**src/rtl/shift_reg_universal.sv**
```systemverilog
// Universal shift register: lsr/lsl/ror/asr, serial in/out, parallel load,
// single-step shift and a counted burst engine with busy/done handshake.
// Ports: clk, areset (async, active-high), load/data (parallel load),
//   ena/mode/ser_in (single step), start/shamt (burst), q, ser_out,
//   busy, done; parity (=^q) only when SHREG_PARITY_EN is defined.
module shift_reg_universal #(
    parameter int WIDTH = 8,
    parameter int CNT_W = 4
) (
    input  logic             clk,
    input  logic             areset,
    input  logic             load,
    input  logic [WIDTH-1:0] data,
    input  logic             ena,
    input  logic [1:0]       mode,
    input  logic             ser_in,
    input  logic             start,
    input  logic [CNT_W-1:0] shamt,
    output logic [WIDTH-1:0] q,
    output logic             ser_out,
    output logic             busy,
    output logic             done
`ifdef SHREG_PARITY_EN
    ,
    output logic             parity
`endif
);

    typedef enum logic {IDLE, SHIFT} state_t;

    state_t           r_state;
    state_t           w_state_nxt;
    logic [WIDTH-1:0] r_q;
    logic [WIDTH-1:0] w_q_nxt;
    logic [CNT_W-1:0] r_cnt;
    logic [CNT_W-1:0] w_cnt_nxt;
    logic [1:0]       r_mode;
    logic [1:0]       w_mode_nxt;
    logic             r_done;
    logic             w_done_nxt;
    logic [1:0]       w_eff_mode;

    function automatic logic [WIDTH-1:0] f_shift(
        input logic [WIDTH-1:0] v,
        input logic [1:0]       m,
        input logic             s
    );
        logic [WIDTH-1:0] res;
        unique case (m)
            2'b00:   res = {s, v[WIDTH-1:1]};
            2'b01:   res = {v[WIDTH-2:0], s};
            2'b10:   res = {v[0], v[WIDTH-1:1]};
            default: res = {v[WIDTH-1], v[WIDTH-1:1]};
        endcase
        return res;
    endfunction

    always_ff @(posedge clk or posedge areset) begin
        if (areset) begin
            r_state <= IDLE;
            r_q     <= '0;
            r_cnt   <= '0;
            r_mode  <= 2'b00;
            r_done  <= 1'b0;
        end else begin
            r_state <= w_state_nxt;
            r_q     <= w_q_nxt;
            r_cnt   <= w_cnt_nxt;
            r_mode  <= w_mode_nxt;
            r_done  <= w_done_nxt;
        end
    end

    // Priority: load > burst shift > start > ena > hold.
    always_comb begin
        w_state_nxt = r_state;
        w_q_nxt     = r_q;
        w_cnt_nxt   = r_cnt;
        w_mode_nxt  = r_mode;
        w_done_nxt  = 1'b0;
        if (load) begin
            w_q_nxt     = data;
            w_state_nxt = IDLE;
            w_cnt_nxt   = '0;
        end else if (r_state == SHIFT) begin
            w_q_nxt   = f_shift(r_q, r_mode, ser_in);
            w_cnt_nxt = r_cnt - CNT_W'(1);
            if (r_cnt == CNT_W'(1)) begin
                w_state_nxt = IDLE;
                w_done_nxt  = 1'b1;
            end
        end else if (start) begin
            if (shamt != '0) begin
                w_state_nxt = SHIFT;
                w_cnt_nxt   = shamt;
                w_mode_nxt  = mode;
            end else begin
                w_done_nxt = 1'b1;
            end
        end else if (ena) begin
            w_q_nxt = f_shift(r_q, mode, ser_in);
        end
    end

    // While a burst runs the latched mode decides which end shifts out.
    assign w_eff_mode = (r_state == SHIFT) ? r_mode : mode;

    assign q       = r_q;
    assign busy    = (r_state == SHIFT);
    assign done    = r_done;
    assign ser_out = (w_eff_mode == 2'b01) ? r_q[WIDTH-1] : r_q[0];

`ifdef SHREG_PARITY_EN
    assign parity = ^r_q;
`endif

endmodule

```
**config.mk**
```make
export PLATFORM = sky130hd
export DESIGN_NAME = shift_reg_universal
export DESIGN_NICKNAME = d
export VERILOG_FILES = /design/src/rtl/shift_reg_universal.sv
export SDC_FILE = /design/constraint.sdc
export NUM_CORES = 1
export LEC_CHECK = 0
export ABC_AREA = 1
export BUFFER_PORTS_ARGS = -buffer_cell sky130_fd_sc_hd__buf_2
export CORE_UTILIZATION = 25
export DETAILED_ROUTE_END_ITERATION = 8
export SYNTH_ARGS = -nofsm -noshare
export SYNTH_HDL_FRONTEND = slang
export SYNTH_SLANG_ARGS = --single-unit
export TNS_END_PERCENT = 1
```
**constraint.sdc**
```tcl
create_clock -name clk -period 1.6 [get_ports clk]
set_input_delay 0.08 -clock clk [delete_from_list [all_inputs] [get_ports clk]]
set_output_delay 0.08 -clock clk [all_outputs]
set_load 0.05 [all_outputs]
```
; ---- Word-level counts from Yosys, hierarchy flattened
; Cells that the tools add are included.
[classes]
n_addsub = 1
n_eq_ne = 8
n_mux = 22
bitwise = 2
reduce_logical = 11
[ops]
columns = operator, count
row1 = $pmux W8 S3, 2
row2 = $mux W8, 4
row3 = $mux W4, 4
row4 = $mux W1, 11
row5 = $reduce_bool A3 Y1, 3
row6 = $reduce_and A4 Y1, 2
row7 = $eq A2 B1 Y1 const B, 3
row8 = $ne A5 B2 Y1 const B, 1
row9 = $reduce_bool A5 Y1, 1
row10 = $eq A2 B2 Y1 const B, 2
row11 = $eq A4 B1 Y1 const B, 1
row12 = $logic_not A2 Y1, 2
row13 = $reduce_and A2 Y1, 2
row14 = $reduce_bool A4 Y1, 1
row15 = $sub A4 B1 Y4 const B, 1
row16 = $ne A3 B2 Y1 const B, 1
row17 = $mux W2, 1
row18 = $not A1 Y1, 2
[word_totals]
ff_bits = 16
in_bits = 20
out_inout_bits = 11
elab_cells = 50

; ---- Logic depth before layout (Yosys ltp)
[depth]
ltp_word = 6
mapped_depth = 8
depth_no_buf = 8

; ---- Worst setup path after synthesis
; No wires, ideal clock.
[synth_path]
path_type = flip-flop to output port
startpoint = reg r_state (netlist: busy)
endpoint = out ser_out
t_arrival_ps = 2103
required_time_ps = 1520
path_slack_ps = -583
path_stages_with_launch = 5
path_buffers = 0
path_cell_list = dfrtp_1 -> inv_2 -> nand3_1 -> o21ai_0 -> o21ai_0
[synth_between]
elab_chain_cells = 3
[synth_lines]
columns = item, line
row1 = "start, declared", 31  ; state_t r_state;
row2 = "start signal, assigned", 66  ; r_state <= w_state_nxt;
row3 = $mux W2, 106  ; assign w_eff_mode = (r_state == SHIFT) ? r_mode : mode;
row4 = $eq A2 B1 Y1, 111  ; assign ser_out = (w_eff_mode == 2'b01) ? r_q[WIDTH-1] : r_q[0];
row5 = $mux W1, 111
row6 = "end, declared", 20  ; output logic ser_out,
; No other way between the ends.

; ---- Worst setup path in the final report
[layout_path]
startpoint = reg r_mode[1]
endpoint = out ser_out
[layout_between]
elab_chain_cells = 3
[layout_lines]
columns = item, line
row1 = "start, declared", 37  ; logic [1:0] r_mode;
row2 = "start signal, assigned", 69  ; r_mode <= w_mode_nxt;
row3 = $mux W2, 106
row4 = $eq A2 B1 Y1, 111
row5 = $mux W1, 111
; No other way between the ends.

==> impl_metrics.yaml <==
run_status:
  status: "complete, no violations"
synth:
  yosys.area.top_type: "dfrtp_1"
  synthCells: 215
  synth_most_common_cell: "nand2_1"
  ys_warn_count: 0
  synth_cell_type_count: 19
  ys_ff_latch: 16
  synth.cell_area_um2: 1310
  yosysSeqAreaShare_pct: 30.6
  synth_edf_count: 0
  synth_top_cells_by_count: "nand2_1 (82), nor2_1 (31), inv_1 (30)"
  synth_async_sr_flop_share_pct: 100
  synth_fp_nets: 241
  avgSynthCellArea_um2: 6.09
  yosysTopAreaCellShare_pct: 30.6
  synth_area_leaders: "dfrtp_1 (31%), nand2_1 (23%), nor2_1 (8.9%), inv_1 (8.6%), nand3_1 (6.5%)"
  synth_ff_type: "dfrtp_1"
clocking:
  htree_levels: 1
  clockBufferDepth: 2
  clkTransAtPathRegs_ns: 0.07
  cts_buffers: 3
  insertion_delay_ns: 0.25
  cts_setup_buffers: 0
  cts_tree: "yes"
  clockRootBuffer: "clkbuf_8"
  clock-sinks: 16
timing:
  fin_crit_sh_pct: 91.8
  period_minus_slack_ns: 1.47
  finalClockSkew_ns: 0.00251
  worst_pin_slew_ns: 0.666
  fin_setup_tns_ns: 0
  max_freq_ghz: 0.681
  hold_viol_final: 0
  rsz0062_at_grt: "no"
  slew_headroom_pct: 55.5
  slew_violations: 0
  setup_viol: 0
global_route:
  track_usage_pct: 13.1
  grt_pass1_vias: 1246
  overflow: 0
  grt_pass1_wl_mm: 5.68
  grt_start_max_net_pins: 17
  antenna_found_initial: 0
route:
  dr.pass1.iters: 4
  viasPerCell: 4.25
  drc: 0
  post_drt_wl_per_cell_um: 10.1
  vias: 1342
  wirelength_mm: 3.20
  detail-route-antenna-nets: 0
  drtIter0Drc: 58
worst_setup_path:
  cp-end-kind: "output pin"
  worstSetupStartpointType: "register"
  crit_family: "flip-flops"
  crit_buf_inv: 2
  crit_chain: "inv_1, nand2_1, o21ai_1, nand2_1, o21ai_2, buf_4"
  cp_num_cells: 6
  worstPathRequired_ns: 1.52
  critPathSlowestCell: "dfrtp_1"
  r2r_cells: 6
  critPathArrivalTime_ns: 1.39
  critPathMostFrequentCell: "nand2_1"
  rrSetupSlack_ns: 0.36
  crit_type: "reg -> out"
  critical_path.max_fanout: 5
  max_stage_delay_ns: 0.43
floorplanning:
  initial_core_util_pct: 26.8
  die_x_um: 74.4
  std_cell_rows: 25
  core_region_area_um2: 4880
  io_pins: 31
  dieHeight_um: 74.4
  dieArea_um2: 5530
place:
  port_buffers: 30
  place_congestion: 0.813
  post-dp-hpwl_mm: 2.43
power_and_ir_drop:
  leakage_nw: 0.899
  p_per_area_nw_per_um2: 1030
  combPwrFrac_pct: 45.3
  p_sw_share_pct: 46.7
  ir_drop_v: 0.000426
  power_switching_mw: 0.767
  clkPwrFrac_pct: 19.2
  p_int_mw: 0.875
  seqPwrFrac_pct: 35.5
min_path:
  hold_path.class: "in -> reg"
  whs_path_depth: 3
layout:
  final_util_pct: 32.7
  diodes: 0
  final_nets: 277
  syn2layout_area_growth_pct: 21.7
  drive_above_1_share_pct: 18.5
flow_run:
  drv_cap: 0
## power groups by stage
stage / combinational, mW / clock [mW] / sequential [mW]
floorplan: 0.402 / 0 / 0.743
global placement: 0.741 / 0 / 0.590
detailed placement: 0.742 / 0 / 0.593
CTS: 0.750 / 0.331 / 0.585
global route: 0.841 / 0.343 / 0.601
finish: 0.744 / 0.315 / 0.583
## area by class of cell
type | count | area, um2
well taps | 67 | 83.8
repair buffers | 34 | 185
inverters | 32 | 120
flip-flops and latches | 16 | 400
clock buffers | 3 | 41.3
fillers | 590 | 3290
multi-input cells | 164 | 763
## cells by family (layout without fill, tap and decap cells)
logic type	count (synthesis)	count (layout)	synth area share, %
compound gates	21	21	9.17
fa+ha+maj	6	6	5.73
buf+inv	35	69	11.5
flops	16	16	30.6
simple gates	137	137	43.1
## state kept, by name (all words and copies together), names as in the netlist
| signal | cells |
|---|---|
| r_cnt | 4 |
| done | 1 |
| q | 8 |
| r_mode | 2 |
| busy | 1 |
## path summary, 6_finish.rpt
| check | from | end |
|---|---|---|
| worst max-delay path | r_mode[1] | ser_out |
| worst min register to register | r_cnt[2] | r_cnt[2] |
| worst max register to register | busy | q[7] |
| min in group asynchronous | areset | q[6] |
| worst min-delay path | start | done |
| max in group asynchronous | areset | r_cnt[3] |
## layout by cell type (no fill, tap or decap), types with 3 or more instances in the layout
cell type and instances:
dfrtp_1 16, ha_1 6, nand2_1 82, nor2_1 31, inv_1 30, nand3_1 17, clkbuf_8 3, o21ai_0 5
buf_2 29, nand2_2 3, buf_4 4, a21oi_1 10
## stage by stage
stage / hold WS, ns / power (mW) / cells / setup slack [ns] / cell area (um2)
3_5_place_dp: 0.232 / 1.33 / 312 / 0.253 / 1540
6_report: 0.163 / 1.64 / 316 / 0.131 / 1590
4_1_cts: 0.152 / 1.67 / 316 / 0.0314 / 1590
2_1_floorplan: -0.00626 / 1.15 / 215 / 0.0334 / 1310
3_3_place_gp: 0.230 / 1.33 / 312 / 0.284 / 1540
5_1_grt: 0.167 / 1.78 / 316 / 0.0275 / 1590
## tightest hold or removal path: stages
cell	delay [ns]
buf_2	0.13
nand2_1	0.07
o22ai_1	0.08
## per-layer routing
layer	track usage [%]	wire, um
met2	20.9	1410
met4	1.89	14
met1	18.4	1650
met3	2.85	125
met5	0	0
## timing repair
action | CTS | global route
endpoints found under the hold margin | 16 | 0
gates resized for setup | 1 | 1
endpoints found under the setup margin | 1 | 1
hold buffers | 1 | 0
pin swaps | 0 | 0
Power figures use the tool's default switching activity.
